===== src/rtl/op_sequencer_pkg.sv =====
// rtl/op_sequencer_pkg.sv - shared control definitions for the opcode sequencer
// State encodings, ALU op codes and opcode field offsets used by the sequencer.
package op_sequencer_pkg;

  typedef enum logic [1:0] {
    ST_IDLE  = 2'd0,
    ST_ISSUE = 2'd1,
    ST_DONE  = 2'd2
  } seq_state_e;

  typedef enum logic [3:0] {
    ALU_LOAD_A = 4'b1001,
    ALU_LOAD_B = 4'b1011,
    ALU_LOAD_C = 4'b1100,
    ALU_HALT   = 4'b1111
  } alu_op_e;

  localparam int ALU_LSB    = 0;
  localparam int REGOUT_LSB = 4;
  localparam int M5_LSB     = 6;

  // ALU op 0000 with both RegOut bits set: nothing in the datapath is written.
  localparam logic [11:0] IDLE_OP_DEFAULT =
    (12'h0 << M5_LSB) | (12'h3 << REGOUT_LSB) | (12'h0 << ALU_LSB);

  function automatic logic is_halt(input logic [3:0] alu);
    return alu == ALU_HALT;
  endfunction

endpackage


===== src/rtl/seq_prog_mem.sv =====
// rtl/seq_prog_mem.sv - program store: one synchronous write port, one combinational read port
// Writes are dropped while a run is in progress.
module seq_prog_mem #(
  parameter int AW  = 4,
  parameter int OPW = 12
) (
  input  logic           clk,
  input  logic           we,
  input  logic           busy,
  input  logic [AW-1:0]  wr_addr,
  input  logic [OPW-1:0] wr_data,
  input  logic [AW-1:0]  rd_addr,
  output logic [OPW-1:0] rd_data
);

  logic [OPW-1:0] mem [2**AW];

  always_ff @(posedge clk) begin
    if (we && !busy) begin
      mem[wr_addr] <= wr_data;
    end
  end

  assign rd_data = mem[rd_addr];

endmodule


===== src/rtl/op_sequencer.sv =====
// rtl/op_sequencer.sv - issues a stored opcode program, each step held HOLD cycles
// Optional repeat-run support is enabled by defining SEQ_LOOP_EN (adds loop_cnt input).
module op_sequencer
  import op_sequencer_pkg::*;
#(
  parameter int             AW      = 4,
  parameter int             OPW     = 12,
  parameter int             HOLD    = 2,
  parameter logic [OPW-1:0] IDLE_OP = IDLE_OP_DEFAULT
) (
  input  logic           clk,
  input  logic           rst,
  input  logic           prog_we,
  input  logic [AW-1:0]  prog_addr,
  input  logic [OPW-1:0] prog_data,
  input  logic [AW-1:0]  last_addr,
`ifdef SEQ_LOOP_EN
  input  logic [7:0]     loop_cnt,
`endif
  input  logic           start,
  input  logic           stop,
  output logic [OPW-1:0] opcode,
  output logic           busy,
  output logic           done,
  output logic           prog_err,
  output logic [AW-1:0]  pc
);

  localparam int HW = (HOLD > 1) ? $clog2(HOLD) : 1;

  seq_state_e     state;
  logic [AW-1:0]  last_q;
  logic [HW-1:0]  hold_cnt;
  logic [AW-1:0]  rd_addr;
  logic [OPW-1:0] rd_data;
  logic           loop_again;
  logic           rd_halt;

`ifdef SEQ_LOOP_EN
  logic [7:0] loop_rem;
  assign loop_again = (pc == last_q) && (loop_rem != 8'd0);
`else
  assign loop_again = 1'b0;
`endif

  assign rd_halt = is_halt(rd_data[ALU_LSB +: 4]);

  // The single read port looks ahead at the step that would be loaded next.
  always_comb begin
    rd_addr = '0;
    if (state == ST_ISSUE && !loop_again) begin
      rd_addr = pc + AW'(1);
    end
  end

  seq_prog_mem #(
    .AW  (AW),
    .OPW (OPW)
  ) u_prog_mem (
    .clk     (clk),
    .we      (prog_we),
    .busy    (busy),
    .wr_addr (prog_addr),
    .wr_data (prog_data),
    .rd_addr (rd_addr),
    .rd_data (rd_data)
  );

  always_ff @(posedge clk) begin
    if (rst) begin
      state    <= ST_IDLE;
      opcode   <= IDLE_OP;
      busy     <= 1'b0;
      done     <= 1'b0;
      prog_err <= 1'b0;
      pc       <= '0;
      hold_cnt <= '0;
      last_q   <= '0;
`ifdef SEQ_LOOP_EN
      loop_rem <= 8'd0;
`endif
    end else begin
      prog_err <= prog_we & busy;
      done     <= 1'b0;
      case (state)
        ST_IDLE: begin
          if (start && !stop) begin
            last_q   <= last_addr;
            pc       <= '0;
            hold_cnt <= HW'(HOLD - 1);
`ifdef SEQ_LOOP_EN
            loop_rem <= loop_cnt;
`endif
            if (rd_halt) begin
              state  <= ST_DONE;
              opcode <= IDLE_OP;
              done   <= 1'b1;
            end else begin
              state  <= ST_ISSUE;
              opcode <= rd_data;
              busy   <= 1'b1;
            end
          end
        end
        ST_ISSUE: begin
          if (stop) begin
            state  <= ST_IDLE;
            opcode <= IDLE_OP;
            busy   <= 1'b0;
          end else if (hold_cnt != '0) begin
            hold_cnt <= hold_cnt - HW'(1);
          end else if (pc == last_q && !loop_again) begin
            state  <= ST_DONE;
            opcode <= IDLE_OP;
            busy   <= 1'b0;
            done   <= 1'b1;
          end else begin
            hold_cnt <= HW'(HOLD - 1);
            if (loop_again) begin
              pc <= '0;
`ifdef SEQ_LOOP_EN
              loop_rem <= loop_rem - 8'd1;
`endif
            end else begin
              pc <= pc + AW'(1);
            end
            // A halt step ends the run in place of being driven.
            if (rd_halt) begin
              state  <= ST_DONE;
              opcode <= IDLE_OP;
              busy   <= 1'b0;
              done   <= 1'b1;
            end else begin
              opcode <= rd_data;
            end
          end
        end
        ST_DONE: begin
          state <= ST_IDLE;
        end
        default: begin
          state  <= ST_IDLE;
          opcode <= IDLE_OP;
          busy   <= 1'b0;
        end
      endcase
    end
  end

endmodule


===== config.mk =====
export PLATFORM = sky130hd
export DESIGN_NAME = op_sequencer
export DESIGN_NICKNAME = d
export VERILOG_FILES = /design/src/rtl/op_sequencer_pkg.sv /design/src/rtl/seq_prog_mem.sv /design/src/rtl/op_sequencer.sv
export SDC_FILE = /design/constraint.sdc
export NUM_CORES = 1
export LEC_CHECK = 0
export BUFFER_PORTS_ARGS = -buffer_cell sky130_fd_sc_hd__buf_2
export CELL_PAD_IN_SITES_DETAIL_PLACEMENT = 1
export CELL_PAD_IN_SITES_GLOBAL_PLACEMENT = 2
export CORE_MARGIN = 2
export CORE_UTILIZATION = 39
export DETAILED_ROUTE_END_ITERATION = 8
export GPL_TIMING_DRIVEN = 0
export PLACE_DENSITY = 0.7
export SETUP_SLACK_MARGIN = 0.3
export SLEW_MARGIN = 20
export SYNTH_ARGS = -nofsm -noshare
export SYNTH_HDL_FRONTEND = slang
export SYNTH_SLANG_ARGS = --single-unit
export TNS_END_PERCENT = 10

===== constraint.sdc =====
create_clock -name clk -period 2.65 [get_ports clk]
set_clock_uncertainty 0.15 [all_clocks]
set_input_delay 0 -clock clk [delete_from_list [all_inputs] [get_ports clk]]
set_output_delay 0 -clock clk [all_outputs]
set_load 0.005 [all_outputs]

==> results by group, run 1 <==
Status
  • Outcome: finished clean

Synth
  • Synth Cell Area: 8813 um2
  • Post-synth top flop: edfxtp_1
  • Syn_nets: 598
  • Asr flop ratio synth: 0
  • Register bit count reported by yosys: 218
  • Synth Area in Compound Gates: 0.1059
  • Synth cell types: 62
  • Post-synth EDFFs: 192
  • Synth Area in XOR/XNOR: 0.009938
  • Mux contribution to synthesized area: 0.07098
  • Sequential area share after synthesis: 0.7132
  • Avg Cell Area, Syn: 15.41 um2
  • Mapped Cells: 572
  • Synth Area in Simple Gates: 0.07737
  • Synth Warn #: 0
  • Largest family of logic cells by synthesized area: compound AO/OA/AOI/OAI gates
  • Adder-Cell Fraction of Synth Area: 0.001420

GRT
  • Antenna violations before repair: 0
  • Gr busiest metal: met2
  • First-pass GRT wire length: 38.87 mm
  • Vias in the first global route: 6231
  • Met1 usage: 0.2853
  • GRT met3 Usage: 0.02914
  • GRT Overall Usage: 0.2197
  • Largest net degree at the start of global routing: 17
  • Global route overflow: 0
  • Met2 usage: 0.3861

Clocking
  • Total CTS buffers: 25
  • Clk slew on worst S/H paths: 0.06 ns
  • Max clock buf depth: 3
  • CTS root buf: clkbuf_16
  • CTS tree: yes
  • Num Clock Sinks: 218
  • H-Tree Depth: 1
  • Skew-Pair Late Insertion Delay: 0.51 ns

Floorplan
  • Die W: 154.3 um
  • Starting Density: 0.3929
  • Area of the core: 22430 um2
  • Top Ports: 44
  • Die Ht: 154.3 um
  • Rows: 55
  • Die footprint: 23820 um2

Worst hold path
  • Tightest Hold Check Type: input pin to register

Worst setup path
  • Crit Path Max Fanout: 8
  • CP max stage cell: dfxtp_4
  • CP Capture Type: register
  • Critical Path, Cell by Cell: ha_4 -> xor2_4 -> buf_6 -> mux2i_1 -> a211o_1 -> a32oi_2 -> o2111ai_4 -> or2_1 -> buf_6 -> a32o_1
  • WP buf/inv: 2
  • Req. time, crit path: 2.90 ns
  • Crit path launch type: register
  • WS Path Type: register to register
  • WP data arrival: 2.89 ns
  • Crit path top cell by count: buf_6
  • Max incr delay on CP: 0.36 ns
  • CP delay by family, top: compound AO/OA/AOI/OAI gates

Timing
  • RSZ-0062 raised after global routing: yes
  • Final hold slack: 0.1604 ns
  • Final hold violations: 0
  • Slew HR: 0.3160
  • Fmax: 378.1 MHz
  • Final period util: 0.9980
  • Setup TNS: 0 ns
  • Setup violators final: 0
  • Pins Over Slew Limit: 0
  • Clock period minus worst slack: 2.645 ns
  • Worst-Margin Slew: 1.025 ns

Power and ir drop
  • Sequential Power Share: 0.498
  • Logic pwr share: 0.057
  • Pwr dens: 684.2 nW/um2
  • Switching part of the total power: 0.2061
  • Leak: 3.766 nW
  • Clock share of power: 0.445
  • Max VDD drop: 433.7 uV
  • Internal cell power: 6.070 mW
  • Switching pwr: 1.576 mW

Placed design
  • Count of buffers from port buffering: 43
  • Final GP Congestion: 0.8318
  • HPWL after DPL: 17.16 mm
  • Placed insts: 916
  • Placed inst area: 9678 um2

Finish
  • Area Overhead vs Synth: 26.79%
  • Final cell count without fillers: 1012
  • Nets: 739
  • Core Util, Final: 0.4981
  • Layout Cell Area excl Fill: 11170 um2
  • Diode count: 0
  • Ratio of cells with drive above 1 in the final layout: 0.2971

Routing
  • Vias: 5645
  • Drt total wl: 25.62 mm
  • DRC Markers: 0
  • Initial detailed-routing violation count: 464
  • Drt pass-1 iters: 4
  • Vias/cell: 5.578
  • Wire length per cell: 25.32 um
  • Number of routed nets with antenna violations: 0

Job
  • Maxcap violations: 0
[per-layer routing]
metal / up-vias / wire length, um
met5: - / 0
met4: 0 / 580
met3: 36 / 1095
met2: 143 / 13090
met1: 2919 / 10860
li1: 2547 / -
[power by group through the flow]
| stage | registers (mW) | logic [mW] | clock network (mW) |
|---|---|---|---|
| CTS | 3.81 | 0.421 | 3.48 |
| floorplan | 3.88 | 0.187 | 0 |
| global route | 3.81 | 0.471 | 3.62 |
| global placement | 3.88 | 0.332 | 0 |
| finish | 3.81 | 0.434 | 3.40 |
| detailed placement | 3.88 | 0.357 | 0 |
[repair_timing]
item | in CTS | in global routing
setup buffers | 16 | 9
setup endpoints to repair | 21 | 42
pin swaps | 14 | 11
endpoints found under the hold margin | 252 | 0
gates resized for setup | 48 | 20
hold buffers | 30 | 0
[cells by family after synthesis]
logic type               after synthesis
AO/OA/AOI/OAI                        124
adder cells (fa/ha/maj)                1
buffers and inverters                 40
AND/OR/NAND/NOR                      146
flip-flops                           218
multiplexers                          36
XOR/XNOR                               7
[placed cells by master (no fill, tap or decap), types with 13 or more instances in the layout]
master	count
edfxtp_1	192
nand2_1	63
buf_2	46
buf_4	30
a21oi_1	29
dlygate4sd3_1	29
clkbuf_16	25
dfxtp_1	24
mux4_2	21
buf_6	18
nor2_1	16
nor2_2	13
mux2i_1	13
a221oi_1	13
[synth_stat cells, types with 7 or more instances]
cell type  number  area share
a21oi_1        33       0.019
a221oi_1       13       0.013
a31oi_1         9      0.0064
a32o_1          7      0.0080
buf_2          14      0.0080
clkbuf_1       15      0.0064
dfxtp_1        26       0.059
edfxtp_1      192        0.65
mux2i_1        13       0.015
mux4_2         21       0.054
nand2_1        63       0.027
nand2b_1        8      0.0057
nand3_1        12      0.0068
nor2_1         30       0.013
nor2b_1         7      0.0050
nor3_1          8      0.0045
o211ai_1       10      0.0085
[tightest hold or removal path, delay by kind of cell]
kind | cells | cell delay (ns)
AND/OR/NAND/NOR | 2 | 0.09
buffers and inverters | 2 | 0.68
[per-stage QoR]
| stage | setup WS [ns] | power [mW] |
|---|---|---|
| 2_1_floorplan | 0.1470 | 4.064 |
| 3_3_place_gp | -1.174 | 4.209 |
| 3_5_place_dp | -0.5581 | 4.238 |
| 4_1_cts | -0.03277 | 7.711 |
| 5_1_grt | -0.1161 | 7.900 |
| 6_report | 0.005302 | 7.646 |
[sequential cells by signal, indices dropped and copies added, names as in the netlist]
name and count:
opcode 12, state 2, prog_err 1, u_prog_mem.mem 192, last_q 4, busy 1, pc 4, hold_cnt 1
done 1
[path summary, 6_finish.rpt]
| path | start | to | depth (start not counted) | slack (ns) |
|---|---|---|---|---|
| setup / recovery | pc[1] | opcode[7] | 10 | 0.005 |
| hold reg to reg | opcode[0] | opcode[0] | 2 | 0.31 |
| hold / removal | prog_we | prog_err | 4 | 0.16 |
| setup reg to reg | pc[1] | opcode[7] | 10 | 0.005 |
[layout make-up]
class | instances | area, um2
multi-input combinational | 314 | 2509
buffer | 35 | 314.1
clock buffer | 32 | 651.9
clock inverter | 9 | 141.4
fill | 2188 | 11260
sequential | 218 | 6294
tap | 285 | 356.6
timing repair buffer | 114 | 889.6
inverter | 5 | 18.77
Note: power is estimated with default switching activity, not from simulation.
==> inputs of run 2 (changes only) <==
--- a/config.mk
+++ b/config.mk
@@ -12,10 +12,11 @@
 export CORE_UTILIZATION = 39
 export DETAILED_ROUTE_END_ITERATION = 8
 export GPL_TIMING_DRIVEN = 0
-export PLACE_DENSITY = 0.7
+export PLACE_DENSITY = 0.67
 export SETUP_SLACK_MARGIN = 0.3
 export SLEW_MARGIN = 20
 export SYNTH_ARGS = -nofsm -noshare
 export SYNTH_HDL_FRONTEND = slang
+export SYNTH_HIERARCHICAL = 1
 export SYNTH_SLANG_ARGS = --single-unit
 export TNS_END_PERCENT = 10
==> results by group, run 2 <==
Routing
  • Vias: 4549
  • Wire length per cell: 23.25 um
  • DR top layer: met4
  • Met2 wire len: 9.236 mm
  • Met3 routed WL: 957 um
  • Drt total wl: 19.63 mm
  • M1 WL: 9.024 mm
  • Initial detailed-routing violation count: 285
  • DRC Markers: 0
  • Number of routed nets with antenna violations: 0
  • Drt pass-1 iters: 4
  • Vias/cell: 5.390

Floorplan
  • Area of the core: 21150 um2
  • Die Ht: 151.5 um
  • Die footprint: 22950 um2
  • Die W: 151.5 um
  • Rows: 53
  • Top Ports: 44
  • Starting Density: 0.4011

Worst setup path
  • CP delay by family, top: simple AND/OR/NAND/NOR gates
  • WS Path Type: register to register
  • Crit path launch type: register
  • Max incr delay on CP: 0.52 ns
  • CP max stage cell: mux4_2
  • WP data arrival: 3.55 ns
  • Req. time, crit path: 2.96 ns
  • WP buf/inv: 5
  • Critical Path, Cell by Cell: buf_8 -> nand2b_4 -> nor2_4 -> buf_12 -> buf_12 -> mux4_2 -> a22oi_2 -> nand2_2 -> and4_4 -> buf_8 -> or3_4 -> o41ai_4 -> buf_4 -> a22o_1
  • CP Capture Type: register
  • Crit Path Max Fanout: 6

Clocking
  • Num Clock Sinks: 218
  • CTS root buf: clkbuf_16
  • CTS tree: yes
  • H-Tree Depth: 1
  • Total CTS buffers: 25
  • Max clock buf depth: 3
  • Skew-Pair Late Insertion Delay: 0.51 ns
  • Clk slew on worst S/H paths: 0.06 ns

Synth
  • Post-synth top area cell: edfxtp_1
  • Most frequent cell after synthesis: edfxtp_1
  • Syn_nets: 461
  • Avg Cell Area, Syn: 19.50 um2
  • Yosys top cell area share: 0.6795
  • Largest cells by area after synthesis: edfxtp_1, mux4_2, dfxtp_1
  • Synth Warn #: 6
  • Asr flop ratio synth: 0
  • Post-synth top flop: edfxtp_1
  • Mapped Cells: 435
  • Synth cell types: 39
  • Synth Cell Area: 8484 um2
  • Post-synth top cells: edfxtp_1, mux4_2, a22oi_1
  • Sequential area share after synthesis: 0.7409
  • Register bit count reported by yosys: 218
  • Post-synth EDFFs: 192

Placed design
  • Placed inst area: 9204 um2
  • Pre-CTS WS: -1.209 ns
  • Count of buffers from port buffering: 41
  • HPWL after DPL: 12.21 mm
  • Final GP Congestion: 0.7083

Timing
  • Setup violators final: 16
  • Setup TNS: -8.520 ns
  • Setup ws final: -0.5909 ns
  • Final period util: 1.223
  • RSZ-0062 raised after global routing: yes
  • Fmax: 308.6 MHz
  • Slew HR: 0.3726
  • Clock period minus worst slack: 3.241 ns
  • Final hold violations: 0
  • Worst-Margin Slew: 0.9401 ns
  • Pins Over Slew Limit: 0

Job
  • Maxcap violations: 0

Finish
  • Commonest non-fill, non-tap cells in the layout: edfxtp_1, buf_2, mux4_2
  • Layout Cell Area excl Fill: 10530 um2
  • Core Util, Final: 0.4977
  • Top flop regs: u_prog_mem/mem (192), opcode (12)
  • Commonest non-fill, non-tap cell in the layout: edfxtp_1
  • Reg with most FFs: u_prog_mem/mem
  • Area Overhead vs Synth: 24.08%
  • Number of flip-flops in the largest register: 192
  • Nets: 579
  • Ratio of cells with drive above 1 in the final layout: 0.3339
  • Diode count: 0

Power and ir drop
  • Max VDD drop: 439.9 uV
  • Tot Pwr: 7.718 mW
  • Leak: 3.563 nW
  • Pwr dens: 733.1 nW/um2

GRT
  • First-pass GRT wire length: 29.55 mm
  • Global route overflow: 0
  • Vias in the first global route: 4852
  • Largest net degree at the start of global routing: 17
  • GRT Overall Usage: 0.1778
  • Antenna violations before repair: 0

Status
  • Failing checks: setup timing
  • Outcome: complete, but fails checks

Worst hold path
  • Tightest Hold Check Type: input pin to register
==> run 2: cell families after synthesis <==
logic type / count (synthesis) / share of synthesized area
flops: 218 / 0.7409
fa+ha+maj: 1 / 0.001474
simple gates: 81 / 0.04778
compound gates: 49 / 0.04513
xor+xnor: 6 / 0.006194
buf+inv: 28 / 0.01976
mux: 52 / 0.1388
==> run 2: stage by stage <==
step	hold slack, ns	cells
floorplan	-0.05113	435
global placement	0.08233	751
detailed placement	0.09226	756
CTS	0.09142	839
global route	0.1495	844
finish	0.1183	844
==> run 2: layout make-up <==
cell class / count / area [um2]
clock buffers: 35 / 673.1
multi-input cells: 189 / 2177
flip-flops and latches: 218 / 6289
inverters: 5 / 18.77
fillers: 1977 / 10630
repair buffers: 91 / 654.4
plain buffers: 23 / 235.2
clock inverters: 8 / 136.4
well taps: 275 / 344.1
==> run 2: repair_timing <==
item                                    in CTS  in global routing
hold buffers                                25                  0
gates resized for setup                     26                 11
endpoints found under the setup margin      16                 26
pin swaps                                    9                  4
endpoints found under the hold margin      232                  0
buffers inserted                            14                  5
cloned                                       1                  0
==> run 2: metal layers <==
metal  global-route usage  up-vias
met3              0.03234       28
li1                     -     2029
met1               0.2502     2393
met4              0.04444        0
met2               0.2898       99
met5                    0        -
==> run 2: path summary, 6_finish.rpt <==
check               startpoint   endpoint  slack [ns]  depth (start not counted)
setup reg to reg      state[1]  opcode[7]       -0.59                         14
hold reg to reg      opcode[9]  opcode[9]        0.33                          1
setup / recovery      state[1]  opcode[7]       -0.59                         14
hold / removal    last_addr[2]  last_q[2]        0.12                          4
==> run 2: worst reg2reg max path, stage by stage (launching register included) <==
cell and delay, ns:
dfxtp_2 0.33, buf_8 0.11, nand2b_4 0.16, nor2_4 0.16, buf_12 0.15, buf_12 0.13, mux4_2 0.53, a22oi_2 0.30
nand2_2 0.12, and4_4 0.17, buf_8 0.12, or3_4 0.34, o41ai_4 0.09, buf_4 0.21, a22o_1 0.12
==> run 2: where the power goes <==
part / internal, mW / switching, mW
Clock: 2.14 / 1.29
Sequential: 3.79 / 0.0203
Combinational: 0.235 / 0.239
==> inputs of run 3 (changes only) <==
--- a/config.mk
+++ b/config.mk
@@ -12,7 +12,7 @@
 export CORE_UTILIZATION = 39
 export DETAILED_ROUTE_END_ITERATION = 8
 export GPL_TIMING_DRIVEN = 0
-export PLACE_DENSITY = 0.67
+export PLACE_DENSITY_LB_ADDON = 0.2
 export SETUP_SLACK_MARGIN = 0.3
 export SLEW_MARGIN = 20
 export SYNTH_ARGS = -nofsm -noshare
==> results by group, run 3 (same netlist as run 2, synthesis figures left out) <==
Floorplan
  • Die W: 151.5 um
  • Rows: 53
  • Area of the core: 21150 um2
  • Top Ports: 44
  • Die Ht: 151.5 um
  • Starting Density: 0.4011
  • Die footprint: 22950 um2

Worst setup path
  • Setup crit end: opcode[5]
  • Crit. Startpoint: state[1]
  • Req. time, crit path: 2.88 ns
  • WS Path Type: register to register
  • Reg2Reg Setup Slack: -0.74 ns
  • Crit path launch type: register
  • Reg-to-reg startpoint: state[1]
  • RR Endpoint: opcode[5]
  • WP data arrival: 3.62 ns
  • Crit Path Max Fanout: 6
  • CP Capture Type: register
  • R2R cell count: 15

Routing
  • DRC Markers: 0
  • Drt total wl: 20.23 mm
  • Wire length per cell: 23.66 um
  • Vias/cell: 5.406
  • Initial detailed-routing violation count: 266
  • Number of routed nets with antenna violations: 0
  • Vias: 4622
  • Drt pass-1 iters: 4

Clocking
  • Total CTS buffers: 25
  • CTS root buf: clkbuf_16
  • Clk slew on worst S/H paths: 0.06 ns
  • Num Clock Sinks: 218
  • Max clock buf depth: 3
  • H-Tree Depth: 1
  • CTS tree: yes
  • Skew-Pair Late Insertion Delay: 0.51 ns

Finish
  • Nets: 588
  • Diode count: 0
  • Ratio of cells with drive above 1 in the final layout: 0.3569
  • Core Util, Final: 0.5056
  • Reg with most FFs: u_prog_mem/mem
  • Area Overhead vs Synth: 26.07%
  • Commonest non-fill, non-tap cells in the layout: edfxtp_1, buf_2, mux4_2
  • Top flop regs: u_prog_mem/mem (192), opcode (12)
  • Number of flip-flops in the largest register: 192
  • Commonest non-fill, non-tap cell in the layout: edfxtp_1

Status
  • Failing checks: setup timing
  • Outcome: complete, but fails checks

Timing
  • Slew HR: 0.3942
  • Clock period minus worst slack: 3.393 ns
  • Setup violators final: 16
  • RSZ-0062 raised after global routing: yes
  • Final period util: 1.281
  • Setup TNS: -10.32 ns
  • Worst-Margin Slew: 0.9077 ns
  • Final hold violations: 0
  • Pins Over Slew Limit: 0
  • Fmax: 294.7 MHz
  • Setup ws final: -0.7434 ns

GRT
  • First-pass GRT wire length: 30.34 mm
  • Global route overflow: 0
  • Antenna violations before repair: 0
  • Largest net degree at the start of global routing: 17
  • Vias in the first global route: 4849
  • GRT Overall Usage: 0.1838

Placed design
  • Pre-CTS WS: -1.248 ns
  • Final GP Congestion: 0.7036
  • HPWL after DPL: 12.60 mm
  • Count of buffers from port buffering: 41

Job
  • Maxcap violations: 0

Power and ir drop
  • Tot Pwr: 8.044 mW
  • Pwr dens: 752.0 nW/um2
  • Max VDD drop: 618.7 uV
  • Leak: 3.658 nW

Worst hold path
  • Tightest Hold Check Type: input pin to register
==> run 3: cell types whose count changed in the layout (fill, tap and decap cells not counted), moves of 2 or more <==
cell and change:
clkinv_2 +2, nor2_1 -2, buf_4 +7, bufinv_16 +3, nor2_2 +2, clkbuf_1 -3
==> run 3: worst min path at each step <==
stage / from / to / slack [ns] / depth (start not counted)
detailed placement: last_addr[0] / last_q[0] / 0.09 / 3
CTS: prog_addr[2] / u_prog_mem/mem[8][11] / 0.01 / 4
floorplan: prog_data[0] / u_prog_mem/mem[0][0] / -0.05 / 0
global placement: last_addr[1] / last_q[1] / 0.08 / 3
global route: prog_addr[2] / u_prog_mem/mem[4][11] / 0.07 / 3
finish: prog_addr[2] / u_prog_mem/mem[8][11] / 0.03 / 4
==> run 3: power breakdown <==
| part | leakage [nW] | total (mW) | internal [mW] | switching (mW) |
|---|---|---|---|---|
| registers | 1.95 | 3.81 | 3.79 | 0.0204 |
| logic | 1.28 | 0.500 | 0.252 | 0.248 |
| clock network | 0.435 | 3.73 | 2.41 | 1.32 |
==> run 3: layout make-up <==
type                       count  area (um2)
fill                        1960       10460
multi-input combinational    189        2173
inverter                       5       18.77
timing repair buffer         100       735.7
clock inverter                14       245.2
tap                          275       344.1
clock buffer                  31       648.1
sequential                   218        6289
buffer                        23       242.7
==> run 3: worst max-delay path, stage by stage (launching register included) <==
cell	delay [ns]
dfxtp_2	0.34
buf_8	0.11
nand2b_4	0.17
nor2_4	0.19
buf_12	0.15
buf_12	0.12
mux4_2	0.51
a22oi_2	0.26
nand2_1	0.15
and4_4	0.19
buf_8	0.12
or3_4	0.37
o41ai_4	0.05
buf_4	0.18
buf_6	0.12
a22oi_2	0.05
==> run 3: timing repair <==
action,4_1_cts,5_1_grt
endpoints found under the setup margin,16,20
pin swaps,9,7
cloned,1,0
endpoints found under the hold margin,228,0
setup buffers,16,12
hold buffers,24,0
resized for setup,31,13
==> run 3: per-layer routing <==
| layer | global-route usage | part of all wire | vias up |
|---|---|---|---|
| li1 | - | - | 2052 |
| met1 | 0.2503 | 0.43 | 2423 |
| met2 | 0.3131 | 0.50 | 113 |
| met3 | 0.02994 | 0.057 | 34 |
| met4 | 0.04259 | 0.020 | 0 |
| met5 | 0 | 0 | - |
==> run 3: stage by stage <==
step	hold slack (ns)	cells	cell area, um2
final	0.02906	855	10700
after global routing	0.07371	855	10700
after CTS	0.01313	843	10560
after detailed placement	0.09491	757	9211
after global placement	0.08082	751	9097
after floorplan	-0.05113	435	8548
